File: src/rtl/vga_grid_render.sv
// 640x480@60 VGA timing generator that draws a 3x3 grid of coloured cells with white borders.
// Cell colours come from a per-frame snapshot of the 27-bit reds/greens/blues bus.
module vga_grid_render #(
    parameter int unsigned H_ACTIVE = 640,
    parameter int unsigned H_FP     = 16,
    parameter int unsigned H_SYNC   = 96,
    parameter int unsigned H_BP     = 48,
    parameter int unsigned V_ACTIVE = 480,
    parameter int unsigned V_FP     = 10,
    parameter int unsigned V_SYNC   = 2,
    parameter int unsigned V_BP     = 33,
    parameter int unsigned GRID_X0  = 80,
    parameter int unsigned GRID_Y0  = 0,
    parameter int unsigned CELL_W   = 160,
    parameter int unsigned CELL_H   = 160,
    parameter int unsigned BORDER   = 2
) (
    input  logic        clk,
    input  logic        rst,
    input  logic [26:0] reds,
    input  logic [26:0] greens,
    input  logic [26:0] blues,
    output logic        hsync,
    output logic        vsync,
    output logic [2:0]  red,
    output logic [2:0]  green,
    output logic [2:0]  blue,
    output logic        frame_start
);

    localparam int unsigned H_TOTAL = H_ACTIVE + H_FP + H_SYNC + H_BP;
    localparam int unsigned V_TOTAL = V_ACTIVE + V_FP + V_SYNC + V_BP;

    localparam logic [9:0] HLast   = 10'(H_TOTAL - 1);
    localparam logic [9:0] VLast   = 10'(V_TOTAL - 1);
    localparam logic [9:0] HVis    = 10'(H_ACTIVE);
    localparam logic [9:0] VVis    = 10'(V_ACTIVE);
    localparam logic [9:0] HsFirst = 10'(H_ACTIVE + H_FP);
    localparam logic [9:0] HsLast  = 10'(H_ACTIVE + H_FP + H_SYNC - 1);
    localparam logic [9:0] VsFirst = 10'(V_ACTIVE + V_FP);
    localparam logic [9:0] VsLast  = 10'(V_ACTIVE + V_FP + V_SYNC - 1);
    localparam logic [9:0] Gx0     = 10'(GRID_X0);
    localparam logic [9:0] Gy0     = 10'(GRID_Y0);
    localparam logic [9:0] GridW   = 10'(3 * CELL_W);
    localparam logic [9:0] GridH   = 10'(3 * CELL_H);
    localparam logic [7:0] CxLast  = 8'(CELL_W - 1);
    localparam logic [7:0] CyLast  = 8'(CELL_H - 1);
    localparam logic [7:0] Brd     = 8'(BORDER);

    logic [9:0]  h_cnt_q, h_cnt_d, v_cnt_q, v_cnt_d;
    logic [7:0]  cx_off_q, cx_off_d, cy_off_q, cy_off_d;
    logic [1:0]  col_q, col_d, row_q, row_d;
    logic [26:0] snap_r_q, snap_r_d, snap_g_q, snap_g_d, snap_b_q, snap_b_d;
    logic        frame_start_q, frame_start_d;
    logic        s1_blank_q, s1_blank_d, s1_grid_q, s1_grid_d, s1_border_q, s1_border_d;
    logic        s1_hs_q, s1_hs_d, s1_vs_q, s1_vs_d;
    logic [4:0]  s1_base_q, s1_base_d;
    logic        hsync_q, hsync_d, vsync_q, vsync_d;
    logic [2:0]  red_q, red_d, green_q, green_d, blue_q, blue_d;
    logic        h_wrap, v_wrap, h_in_grid, v_in_grid, capture;

    always_comb begin
        h_wrap    = (h_cnt_q == HLast);
        v_wrap    = (v_cnt_q == VLast);
        // Unsigned wrap makes positions left/above the grid compare as huge values.
        h_in_grid = ((h_cnt_q - Gx0) < GridW);
        v_in_grid = ((v_cnt_q - Gy0) < GridH);

        h_cnt_d = h_wrap ? '0 : h_cnt_q + 10'd1;
        v_cnt_d = v_cnt_q;
        if (h_wrap) begin
            v_cnt_d = v_wrap ? '0 : v_cnt_q + 10'd1;
        end

        cx_off_d = cx_off_q;
        col_d    = col_q;
        if (h_wrap) begin
            cx_off_d = '0;
            col_d    = '0;
        end else if (h_in_grid) begin
            if (cx_off_q == CxLast) begin
                cx_off_d = '0;
                col_d    = (col_q == 2'd2) ? '0 : col_q + 2'd1;
            end else begin
                cx_off_d = cx_off_q + 8'd1;
            end
        end

        cy_off_d = cy_off_q;
        row_d    = row_q;
        if (h_wrap) begin
            if (v_wrap) begin
                cy_off_d = '0;
                row_d    = '0;
            end else if (v_in_grid) begin
                if (cy_off_q == CyLast) begin
                    cy_off_d = '0;
                    row_d    = (row_q == 2'd2) ? '0 : row_q + 2'd1;
                end else begin
                    cy_off_d = cy_off_q + 8'd1;
                end
            end
        end

        capture  = (h_cnt_q == '0) && (v_cnt_q == VVis);
        snap_r_d = capture ? reds   : snap_r_q;
        snap_g_d = capture ? greens : snap_g_q;
        snap_b_d = capture ? blues  : snap_b_q;
        // Registered pulse lands in the same cycle the counters sit on the capture point.
        frame_start_d = h_wrap && (v_cnt_q == VVis - 10'd1);
    end

    always_comb begin
        s1_blank_d  = (h_cnt_q >= HVis) || (v_cnt_q >= VVis);
        s1_grid_d   = h_in_grid && v_in_grid;
        s1_border_d = (cx_off_q < Brd) || (cy_off_q < Brd);
        // Bit offset of the cell within each bus: row*9 + col*3.
        s1_base_d   = {row_q, 3'b000} + {3'b000, row_q} + {2'b00, col_q, 1'b0} + {3'b000, col_q};
        s1_hs_d     = !((h_cnt_q >= HsFirst) && (h_cnt_q <= HsLast));
        s1_vs_d     = !((v_cnt_q >= VsFirst) && (v_cnt_q <= VsLast));

        hsync_d = s1_hs_q;
        vsync_d = s1_vs_q;
        red_d   = '0;
        green_d = '0;
        blue_d  = '0;
        if (!s1_blank_q && s1_grid_q) begin
            if (s1_border_q) begin
                red_d   = 3'h7;
                green_d = 3'h7;
                blue_d  = 3'h7;
            end else begin
                red_d   = snap_r_q[s1_base_q +: 3];
                green_d = snap_g_q[s1_base_q +: 3];
                blue_d  = snap_b_q[s1_base_q +: 3];
            end
        end
    end

    always_ff @(posedge clk) begin
        if (rst) begin
            h_cnt_q       <= '0;
            v_cnt_q       <= '0;
            cx_off_q      <= '0;
            col_q         <= '0;
            cy_off_q      <= '0;
            row_q         <= '0;
            snap_r_q      <= '0;
            snap_g_q      <= '0;
            snap_b_q      <= '0;
            frame_start_q <= 1'b0;
            s1_blank_q    <= 1'b0;
            s1_grid_q     <= 1'b0;
            s1_border_q   <= 1'b0;
            s1_base_q     <= '0;
            s1_hs_q       <= 1'b1;
            s1_vs_q       <= 1'b1;
            hsync_q       <= 1'b1;
            vsync_q       <= 1'b1;
            red_q         <= '0;
            green_q       <= '0;
            blue_q        <= '0;
        end else begin
            h_cnt_q       <= h_cnt_d;
            v_cnt_q       <= v_cnt_d;
            cx_off_q      <= cx_off_d;
            col_q         <= col_d;
            cy_off_q      <= cy_off_d;
            row_q         <= row_d;
            snap_r_q      <= snap_r_d;
            snap_g_q      <= snap_g_d;
            snap_b_q      <= snap_b_d;
            frame_start_q <= frame_start_d;
            s1_blank_q    <= s1_blank_d;
            s1_grid_q     <= s1_grid_d;
            s1_border_q   <= s1_border_d;
            s1_base_q     <= s1_base_d;
            s1_hs_q       <= s1_hs_d;
            s1_vs_q       <= s1_vs_d;
            hsync_q       <= hsync_d;
            vsync_q       <= vsync_d;
            red_q         <= red_d;
            green_q       <= green_d;
            blue_q        <= blue_d;
        end
    end

    assign hsync       = hsync_q;
    assign vsync       = vsync_q;
    assign red         = red_q;
    assign green       = green_q;
    assign blue        = blue_q;
    assign frame_start = frame_start_q;

endmodule

File: config.mk
export PLATFORM = sky130hd
export DESIGN_NAME = vga_grid_render
export DESIGN_NICKNAME = d
export VERILOG_FILES = /design/src/rtl/vga_grid_render.sv
export SDC_FILE = /design/constraint.sdc
export NUM_CORES = 1
export LEC_CHECK = 0
export CORE_ASPECT_RATIO = 2
export CORE_MARGIN = 2
export CORE_UTILIZATION = 50
export DETAILED_ROUTE_END_ITERATION = 12
export PLACE_DENSITY = 0.73
export SLEW_MARGIN = 25
export SYNTH_ARGS = -nofsm -noshare
export SYNTH_HDL_FRONTEND = slang
export SYNTH_SLANG_ARGS = --single-unit
export TNS_END_PERCENT = 1
File: constraint.sdc
create_clock -name clk -period 4.8 [get_ports clk]
set_input_delay 0.72 -clock clk [delete_from_list [all_inputs] [get_ports clk]]
set_output_delay 0.72 -clock clk [all_outputs]
set_load 0.005 [all_outputs]
* Word-level counts from Yosys, hierarchy flattened
Index checks and enable logic that the tools add are counted.
W data, S select, Z words.
** Word-level totals
- Register bits :: 143
- Bits of input ports :: 83
- Output and inout port bits :: 12
- Word-level logic and storage cells :: 85
** Cells by class
- Add/subtract/negate cells :: 10
- Order comparisons :: 10
- Eq/ne operators :: 8
- Shifts and indexed selects :: 3
- Multiplexer cells :: 13
- Bitwise logic cells :: 1
- Reduce and logical (&&, ||, !) cells :: 19
** Operators by type and width (count)
- $shiftx A27 B6 Y3 :: 3
- $mux W8 :: 4
- $add A10 B1 Y10 const B :: 2
- $eq A10 B10 Y1 const B :: 2
- $eq A10 B9 Y1 const B :: 2
- $ge A10 B10 Y1 const B :: 2
- $ge A10 B9 Y1 const B :: 2
- $lt A10 B9 Y1 const B :: 2
- $add A8 B1 Y8 const B :: 2
- $eq A8 B8 Y1 const B :: 2
- $lt A8 B2 Y1 const B :: 2
- $add A5 B2 Y5 :: 2
- $le A10 B10 Y1 const B :: 1
- $le A10 B9 Y1 const B :: 1
- $logic_not A10 Y1 :: 1
- $mux W10 :: 1
- $mux W2 :: 5
- $sub A10 B7 Y10 const B :: 1
- $mux W3 :: 3
- $logic_and A1 B1 Y1 :: 6
- $add A5 B3 Y5 :: 1
- $add A2 B1 Y2 const B :: 2
- $eq A2 B2 Y1 const B :: 2
- $reduce_and A2 Y1 :: 2
- other kinds (6) :: 11

* Depth between registers and ports, before layout
Gate-level depths: netlist of the first run.
- Depth after elaboration :: 5
- Mapped depth :: 8

* Least setup slack after synthesis of the first run
Ideal clock, no wire load.
- Path type :: register to register
- From :: register h_cnt_q[5]
- To :: register col_q[0]
- Library setup time :: 0.072 ns
- Arrival :: 1.950 ns
- Data required time :: 4.728 ns
- Path slack :: 2.779 ns
- Stages on the path, launching flop included :: 9
- Period minus slack after synthesis :: 2.021 ns
- Path through :: dfxtp_1 inv_1 ha_1 inv_1 a41oi_1 o211ai_1 clkbuf_1 nor3b_1 mux2i_1
** Between the ends
- Cells in the longest elaborated chain, start to end :: 3
- Elaborated cells between the ends (all ways) :: 5
- Those cells by class :: add/sub: 1; order compare: 1; eq/ne: 1; reduce/logical: 2
** RTL lines
- from (decl) :: line 50 : logic [9:0] h_cnt_q, h_cnt_d, v_cnt_q, v_cnt_d;
- from (signal assigned) :: line 164 : h_cnt_q <= h_cnt_d;
- $sub A10 B7 Y10 :: line 66 : h_in_grid = ((h_cnt_q - Gx0) < GridW);
- $lt A10 B9 Y1 :: line 66
- $reduce_and A2 Y1 (no source line)
- to (signal assigned) :: line 167 : col_q <= col_d;
- to (decl) :: line 52 : logic [1:0] col_q, col_d, row_q, row_d;
Parallel ways exist; a longest one is shown, timed or not.
A chain may end at the register's enable or synchronous reset.

* Worst setup path after layout of the first run
- From :: register h_cnt_q[0]
- To :: register cy_off_q[4]
** Between the ends
- Cells in the longest elaborated chain, start to end :: 2
** RTL lines
- $eq A10 B10 Y1 :: line 63 : h_wrap = (h_cnt_q == HLast);
- $reduce_and A2 Y1 (no source line)
- to (signal assigned) :: line 168 : cy_off_q <= cy_off_d;
- to (decl) :: line 51 : logic [7:0] cx_off_q, cx_off_d, cy_off_q, cy_off_d;
Every way passes these cells.

==> results of run 1 <==
metrics by stage:
stage / setup slack, ps / hold slack, ps / utilization [%]
detailed placement: 2210 / 404 / 56.3
global placement: 2270 / 405 / 56.3
floorplan: 2780 / 389 / -
finish: 2170 / 416 / 60.3
CTS: 2200 / 421 / 60.3
global route: 1970 / 430 / 60.3
cell type report:
cell class              count  share of cell area [%]
multi-input cells         682                    47.9
clock inverters            12                    1.72
clock buffers              20                    4.87
repair buffers            101                    10.8
flip-flops and latches    143                    31.3
well taps                 198                    2.70
inverters                  17                   0.696
synthesized netlist by cell type, types with 3 or more instances:
library cell / n / area share [%]
mux2i_1: 66 / 8.6
buf_2: 10 / 0.65
nor4_1: 8 / 0.65
o211ai_1: 5 / 0.49
nor3_1: 14 / 0.91
or3_1: 3 / 0.24
ha_1: 16 / 2.6
or2_2: 4 / 0.33
a31oi_1: 7 / 0.57
buf_4: 5 / 0.49
nand2_1: 214 / 10
clkbuf_1: 25 / 1.2
a21oi_2: 25 / 2.8
nor2_1: 51 / 2.5
or4_1: 5 / 0.49
a211oi_1: 5 / 0.49
dfxtp_1: 143 / 37
a311oi_1: 7 / 0.80
and3_1: 6 / 0.49
inv_1: 16 / 0.78
a22oi_1: 4 / 0.39
buf_6: 16 / 2.3
xnor2_1: 13 / 1.5
nand3_1: 21 / 1.4
nand4_1: 8 / 0.65
a21oi_1: 90 / 5.9
nand2b_1: 4 / 0.33
mux4_2: 21 / 6.1
a221oi_1: 3 / 0.34
xor2_1: 6 / 0.68
o21ai_0: 23 / 1.5
nor2b_1: 13 / 1.1
buf_1: 3 / 0.15
and2_1: 5 / 0.41
power breakdown:
group,internal (W),total (W),switching (W),leakage [nW]
registers,0.00119,0.00119,0.00000297,1.15
clock network,0.000836,0.00137,0.000530,0.288
logic,0.0000653,0.000103,0.0000377,1.52
routing by layer:
metal,vias to the layer above,part of all wire [%]
met5,-,0
met1,3210,35
met4,0,4.7
met2,218,56
li1,3297,-
met3,65,3.9
kinds of logic after synthesis:
group / synth area share, %
xor gates and xnor gates: 2.16
buffers and inverters: 5.67
and+or+nand+nor: 21.9
muxes: 15.0
adders and majority gates: 3.12
AOI/OAI and AO/OA: 14.9
DFF: 37.2
final timing paths:
check | from | to | slack (ps) | cells past startpoint
worst max-delay path | h_cnt_q[0] | cy_off_q[4] | 2170 | 6
worst min-delay path | hsync_d | hsync | 420 | 1
worst max register to register | h_cnt_q[0] | cy_off_q[4] | 2170 | 6
worst min register to register | hsync_d | hsync | 420 | 1
layout by cell type (no fill, tap or decap), types with 17 or more instances in the layout:
master           count
clkbuf_16           17
nand3_1             21
o21ai_0             23
nand2_1            214
a21oi_1             90
dfxtp_1            142
mux2i_1             66
clkdlybuf4s50_1     93
nor2_1              51
mux4_2              21
a21oi_2             25
sequential cells by signal, indices dropped and copies added (netlist names), 2 cells and up:
| name | count |
|---|---|
| green | 3 |
| blue | 3 |
| snap_g_q | 27 |
| h_cnt_q | 10 |
| row_q | 2 |
| cy_off_q | 8 |
| red | 3 |
| snap_b_q | 27 |
| cx_off_q | 8 |
| snap_r_q | 27 |
| s1_base_q | 5 |
| v_cnt_q | 10 |
| col_q | 2 |
==> metrics, run 1 <==
fraction of registers with async set/reset 0%; Starting Density 50.6%; final cell count without fillers 1,173; area grow syn2layout 19.2%; HP Class reg -> reg; crit start category flip-flop; worst path required time 5140 ps; met2 usage 45.2%; Max-slew headroom 36.2%; Buffers on Ports 94; Synth Flop Type dfxtp_1; Storage cell area 2870 sq um; CP cell instances ha_1, and3_1, nand4_1, o21bai_1, or4b_2, a21oi_1; die area 16,500 sq um; core area 15,200 sq um; die width 91.7 microns; vias post-DR 6,790; GR Layer Usage met1 24.6%; CTS tree built; Placed Cells incl. Taps 1,141; DR WL/cell 17.0 microns; share of cells above drive strength 1 10.4%; drt via density 5.79; cts hold-fix bufs 0; Ys Warns 0; HPWL Detailed 14,100 microns; row count 64; post-synth cell types 60; RePlAce Congestion 0.905; DRC viols 0; Worst path slowest cell or4b_2; Final Hold Viols 0; status complete, no violations; initial antenna violation count 0; first-pass GRT wire length 32,100 microns; largest net degree at the start of global routing 82; GRT Overall Usage 24.1%; final setup vio count 0; Filler cells 1,374; Max VDD drop 0.275 mV; Design Power 0.00266 W; vias in the first global route 6,727; kind of critical path reg -> reg; Slew Limit Fails 0; CTS buffer count 17; setup TNS 0 ps; Clk Latency, worst-skew pair 430 ps; cell area after layout 9170 sq um; CTS Buffer Depth 2; Avg Cell Area, Syn 8.54 sq um; met3 GRT Util 4.32%; CP max stage delay 660 ps; CTS H-Tree Depth 4; Synth Cell Area 7690 sq um; total clock sinks 143; DRT Wirelength 19,900 microns; clock slew at reported path FFs 60 ps; root buffer selected by CTS clkbuf_16; height of the die 179 microns; Final ANT Viol Nets 0; total congestion overflow 0; Max-Cap Viols 0; WP data arrival 2970 ps; setup bufs post-CTS 0; Crit Path Max Fanout 11; delay-heaviest family, CP simple AND/OR/NAND/NOR gates; FF+latch count, synth 143; post-CTS sizing 0; Worst setup EP type flip-flop; multi-input combinational cell area 4400 sq um; syn nets 1,002; CP Buf/Inv Count 0; # diodes 0; Final #Nets 1,063; first-pass detailed-route iteration total 5; Cells after Synth 901; sequential element share of the synthesized area 37.2%; f_max 380 MHz; number of flops mapped to enable cells by yosys 0; PD cells 290 nW/um^2; period utilization 54.8%; RSZ-0062 raised after global routing no; Placed Area 8570 sq um; I/O pins 95; GRT busiest layer met2; Lkg Pwr 2.96 nW; skew final 13.4 ps; DRT iter0 DRCs 280; worst slew pin tran 957 ps; post-layout min period 2630 ps
Power figures use the tool's default switching activity.
==> run 2: changes to the inputs <==
==> constraint.sdc (replaced) <==
create_clock -name clk -period 2.65 [get_ports clk]
set_input_delay 0.3975 -clock clk [delete_from_list [all_inputs] [get_ports clk]]
set_output_delay 0.3975 -clock clk [all_outputs]
set_load 0.005 [all_outputs]
==> run 2 against run 1 <==
Effect of this change:
- cell area is 1.9% higher
- sequential share of layout area is 0.58 points lower
- hold slack worse by 5.1 ps
==> metrics, run 2 (synthesis results as in run 1) <==
status complete, no violations; cts hold-fix bufs 0; first-pass GRT wire length 33,000 microns; CTS buffer count 17; setup bufs post-CTS 0; Max-Cap Viols 0; worst r2r src s1_base_q[0]; Max-slew headroom 54.2%; r2r endpoint green[0]; Worst path slowest cell dfxtp_4; commonest non-fill, non-tap cell in the layout nand2_1; post-layout min period 2250 ps; WP data arrival 2540 ps; Crit Path Max Fanout 41; DRT Wirelength 20,100 microns; vias post-DR 6,877; Lkg Pwr 3.07 nW; critical hold path startpoint s1_vs_q; Final ANT Viol Nets 0; final setup vio count 0; Placed Area 8720 sq um; RSZ-0062 raised after global routing no; GRT Overall Usage 24.8%; largest net degree at the start of global routing 82; crit start category flip-flop; CP cell instances buf_4, mux2i_1, mux4_2, nor2_1, a31oi_1, a21oi_1; multi-input combinational cell area 4400 sq um; die area 16,500 sq um; HP Class reg -> reg; share of cells above drive strength 1 11.7%; Max VDD drop 0.421 mV; Slew Limit Fails 0; root buffer selected by CTS clkbuf_16; cell area after layout 9340 sq um; commonest non-fill, non-tap cells in the layout nand2_1 (214), dfxtp_1 (142), clkdlybuf4s50_1 (93); Worst R2R Setup Slack 400 ps; DRT iter0 DRCs 408; Hold Path Depth 1; kind of critical path reg -> reg; total congestion overflow 0; Filler cells 1,313; CTS H-Tree Depth 4; Clk Latency, worst-skew pair 420 ps; CTS tree built; CTS Buffer Depth 2; Buffers on Ports 94; Final Hold Viols 0; DRC viols 0; Design Power 0.00491 W; clock slew at reported path FFs 60 ps; f_max 444 MHz; Starting Density 50.6%; vias in the first global route 6,842; biggest registers after layout snap_b_q: 27 flops, snap_g_q: 27 flops, snap_r_q: 27 flops; Worst setup EP type flip-flop; worst slew pin tran 677 ps; final worst setup slack 399 ps; dpl ws 451 ps; core area 15,200 sq um; worst path required time 2940 ps; Worst Hold Endpoint vsync; post-CTS sizing 0; DR WL/cell 16.9 microns; first-pass detailed-route iteration total 5; I/O pins 95; period utilization 84.9%; area grow syn2layout 21.4%; Final #Nets 1,080; Storage cell area 2870 sq um; skew final 8.40 ps; CP max stage delay 770 ps; R2R depth 6; initial antenna violation count 0; row count 64; # diodes 0; HPWL Detailed 14,900 microns; RePlAce Congestion 0.925; setup TNS 0 ps; PD cells 525 nW/um^2; die width 91.7 microns; total clock sinks 143; drt via density 5.79; height of the die 179 microns
==> run 2: cell types whose count changed in the layout (fill, tap and decap cells not counted), sizes merged <==
cell,previous run,this run
buf,8,25
clkinv,2,6
inv,21,17
clkinvlp,3,0
bufinv,3,5
clkbuf,20,19
==> run 2: report_power, final <==
group / switching (W) / internal [W] / leakage (nW)
logic: 0.0000727 / 0.000120 / 1.62
registers: 0.00000512 / 0.00215 / 1.15
clock network: 0.000897 / 0.00166 / 0.307
total: 0.000975 / 0.00393 / 3.07
==> run 2: worst max-delay path by stage <==
stage | start | end | depth (start not counted)
CTS | v_cnt_q[6] | snap_b_q[25] | 6
global placement | v_cnt_q[6] | snap_g_q[0] | 6
detailed placement | h_cnt_q[5] | cx_off_q[5] | 8
finish | s1_base_q[0] | green[0] | 6
global route | s1_base_q[0] | blue[2] | 6
floorplan | h_cnt_q[5] | col_q[0] | 8
==> run 2: final cells by class <==
| class | count | share of cell area (%) |
|---|---|---|
| inverter | 17 | 0.683 |
| clock buffer | 19 | 4.63 |
| multi-input combinational | 682 | 47.1 |
| sequential | 143 | 30.7 |
| tap | 198 | 2.65 |
| clock inverter | 11 | 2.05 |
| timing repair buffer | 118 | 12.2 |
==> run 2: metrics by stage <==
step	instances	utilization [%]	hold WS, ps
after global placement	1158	57.3	408
after global routing	1188	61.4	425
final	1188	61.4	411
after CTS	1188	61.4	405
after detailed placement	1158	57.3	398
after floorplan	901	-	389
==> run 2: worst max-delay path, delay by kind of cell, from the launching register on <==
family                 cells  cell delay (ps)
AO/OA/AOI/OAI              2              370
buffers and inverters      1              300
flip-flops                 1              770
multiplexers               2              590
AND/OR/NAND/NOR            1               50
==> run 2: routing by layer <==
layer	up-vias	routed length (microns)	track usage, %
met4	0	991	13.0
met1	3260	7070	24.6
met2	232	11200	48.0
met3	66	864	3.98
met5	-	0	0
li1	3319	-	-
==> run 3: changes to the inputs <==
--- a/config.mk
+++ b/config.mk
@@ -9,7 +9,7 @@
 export CORE_MARGIN = 2
 export CORE_UTILIZATION = 50
 export DETAILED_ROUTE_END_ITERATION = 12
-export PLACE_DENSITY = 0.73
+export PLACE_DENSITY = 0.76
 export SLEW_MARGIN = 25
 export SYNTH_ARGS = -nofsm -noshare
 export SYNTH_HDL_FRONTEND = slang
==> constraint.sdc (replaced) <==
create_clock -name clk -period 1.8 [get_ports clk]
set_input_delay 0.27 -clock clk [delete_from_list [all_inputs] [get_ports clk]]
set_output_delay 0.27 -clock clk [all_outputs]
set_load 0.005 [all_outputs]
==> run 3 against run 2 <==
Effect of this change:
- the flow now finishes with violations (setup timing)
- flip-flop and latch count unchanged
- largest power group unchanged
- critical endpoint is now s1_base_q[4]
- worst setup slack worse by 520 ps
- clock skew up 0.64 ps
- global-route usage up 3.4 points
- combinational power up 56%
- highest routed layer unchanged
==> metrics, run 3 (synthesis results as in run 1) <==
status finished with violations; failing checks setup timing; HP Class in -> reg; post-layout util 70.4%; root buffer selected by CTS clkbuf_16; dpl ws -166 ps; GRT Overall Usage 28.2%; Comb pwr share 4.0%; Buffers on Ports 94; sequential power share 42.4%; Clk Latency, worst-skew pair 430 ps; Worst path slowest cell fa_1; vias post-DR 7,497; Hold Path Depth 2; Worst setup EP type flip-flop; worst slew pin tran 531 ps; worst path required time 2090 ps; core area 15,200 sq um; first-pass detailed-route iteration total 7; first-pass GRT wire length 37,200 microns; height of the die 179 microns; Final ANT Viol Nets 0; CTS tree built; share of cells above drive strength 1 27.3%; Switching Power 0.00155 W; DRT Wirelength 24,200 microns; drt via density 5.81; Crit Path Max Fanout 2; commonest non-fill, non-tap cell in the layout nand2_1; row count 64; largest net degree at the start of global routing 41; Max-Cap Viols 0; Worst Hold Endpoint vsync; die width 91.7 microns; initial antenna violation count 0; period utilization 106%; Final Hold Viols 0; CTS Buffer Depth 2; Lkg Pwr 3.74 nW; RSZ-0062 raised after global routing yes; Int Power 0.00596 W; Storage cell area 2890 sq um; R2R depth 9; commonest non-fill, non-tap cells in the layout nand2_1 (201), dfxtp_1 (131), buf_4 (105); Max VDD drop 0.674 mV; skew final 9.04 ps; HPWL Detailed 15,900 microns; worst r2r src col_q[0]; RePlAce Congestion 0.946; cell mode on critical path inv_2; Design Power 0.00751 W; vias in the first global route 7,815; CP cell instances inv_2, fa_1, inv_2, ha_4, buf_4, a21oi_2, nor2b_1, xnor2_1, nor2_1; CP max stage delay 590 ps; DRC viols 0; total clock sinks 143; critical hold path startpoint rst; Net Sw Frac 20.6%; CP startpoint col_q[0]; r2r endpoint s1_base_q[4]; Final #Nets 1,181; # diodes 0; multi-input combinational cell area 4720 sq um; die area 16,500 sq um; Max-slew headroom 64.6%; DR WL/cell 18.8 microns; area grow syn2layout 39.2%; Worst R2R Setup Slack -120 ps; biggest registers after layout snap_b_q: 27 flops, snap_g_q: 27 flops, snap_r_q: 27 flops; PD cells 701 nW/um^2; I/O pins 95; Clock power frac 53.6%; WP data arrival 2210 ps; Slew Limit Fails 0; CTS buffer count 17; total congestion overflow 0; f_max 522 MHz; DRT iter0 DRCs 486; CTS H-Tree Depth 4; crit start category flip-flop; post-layout min period 1920 ps; Filler cells 1,095; kind of critical path reg -> reg; clock slew at reported path FFs 60 ps; Starting Density 50.6%; final worst setup slack -116 ps; final setup vio count 94
[run 3: cell types whose count changed in the layout (fill, tap and decap cells not counted), moves of 7 or more]
cell     previous run  this run
buf_4              23       105
buf_12              2        10
ha_1               16         9
a21oi_2            25        44
nand2_2             0        13
nand2_1           214       201
a21oi_1            90        71
dfxtp_2             0         9
dfxtp_1           142       131
[run 3: cell type report]
| cell class | instances | area share [%] |
|---|---|---|
| inverter | 17 | 0.619 |
| clock inverter | 14 | 2.23 |
| tap | 198 | 2.31 |
| clock buffer | 18 | 4.01 |
| sequential | 143 | 26.9 |
| timing repair buffer | 219 | 19.8 |
| multi-input combinational | 682 | 44.1 |
[run 3: worst max path at each step]
stage | end | slack, ps | cells past startpoint
6_report | s1_base_q[4] | -120 | 9
5_1_grt | snap_r_q[12] | -170 | 10
4_1_cts | s1_base_q[2] | -50 | 6
3_5_place_dp | green[0] | -170 | 6
3_3_place_gp | red[1] | -120 | 5
2_1_floorplan | s1_base_q[3] | -30 | 7
[run 3: what timing repair did]
action	in CTS	in global routing
hold buffers	0	0
endpoints found under the setup margin	105	120
gates cloned	2	3
pin swaps	12	39
buffers inserted	10	2
resized for setup	44	58
[run 3: worst max-delay path: cells and delay by family, from the launching register on]
kind | cells | cell delay, ps
AOI/OAI and AO/OA | 1 | 120
xor gates and xnor gates | 1 | 170
adders and majority gates | 2 | 750
buffers and inverters | 3 | 250
DFF | 1 | 340
and+or+nand+nor | 2 | 140
[run 3: metal layers]
layer	GRT usage (%)	routed length (microns)	up-vias
met1	26.6	7980	3599
met4	13.3	1170	0
li1	-	-	3515
met5	0	0	-
met2	56.6	14000	285
met3	4.69	1120	98
[run 3: per-stage QoR]
| step | hold WS (ps) | TNS (ps) | std cells | instance area (sq um) |
|---|---|---|---|---|
| floorplan | 389 | -1240 | 901 | 7760 |
| global placement | 400 | -8910 | 1242 | 9430 |
| detailed placement | 399 | -12260 | 1242 | 9430 |
| CTS | 125 | -1090 | 1286 | 10400 |
| global route | 144 | -12250 | 1291 | 10700 |
| finish | 126 | -5760 | 1291 | 10700 |
[run 3: power by group through the flow]
stage / logic [W] / clock network [W] / registers (W)
after floorplan: 0.0000774 / 0 / 0.00325
after global placement: 0.000288 / 0 / 0.00325
after detailed placement: 0.000290 / 0 / 0.00325
after CTS: 0.000294 / 0.00403 / 0.00318
after global routing: 0.000320 / 0.00417 / 0.00318
final: 0.000302 / 0.00403 / 0.00318
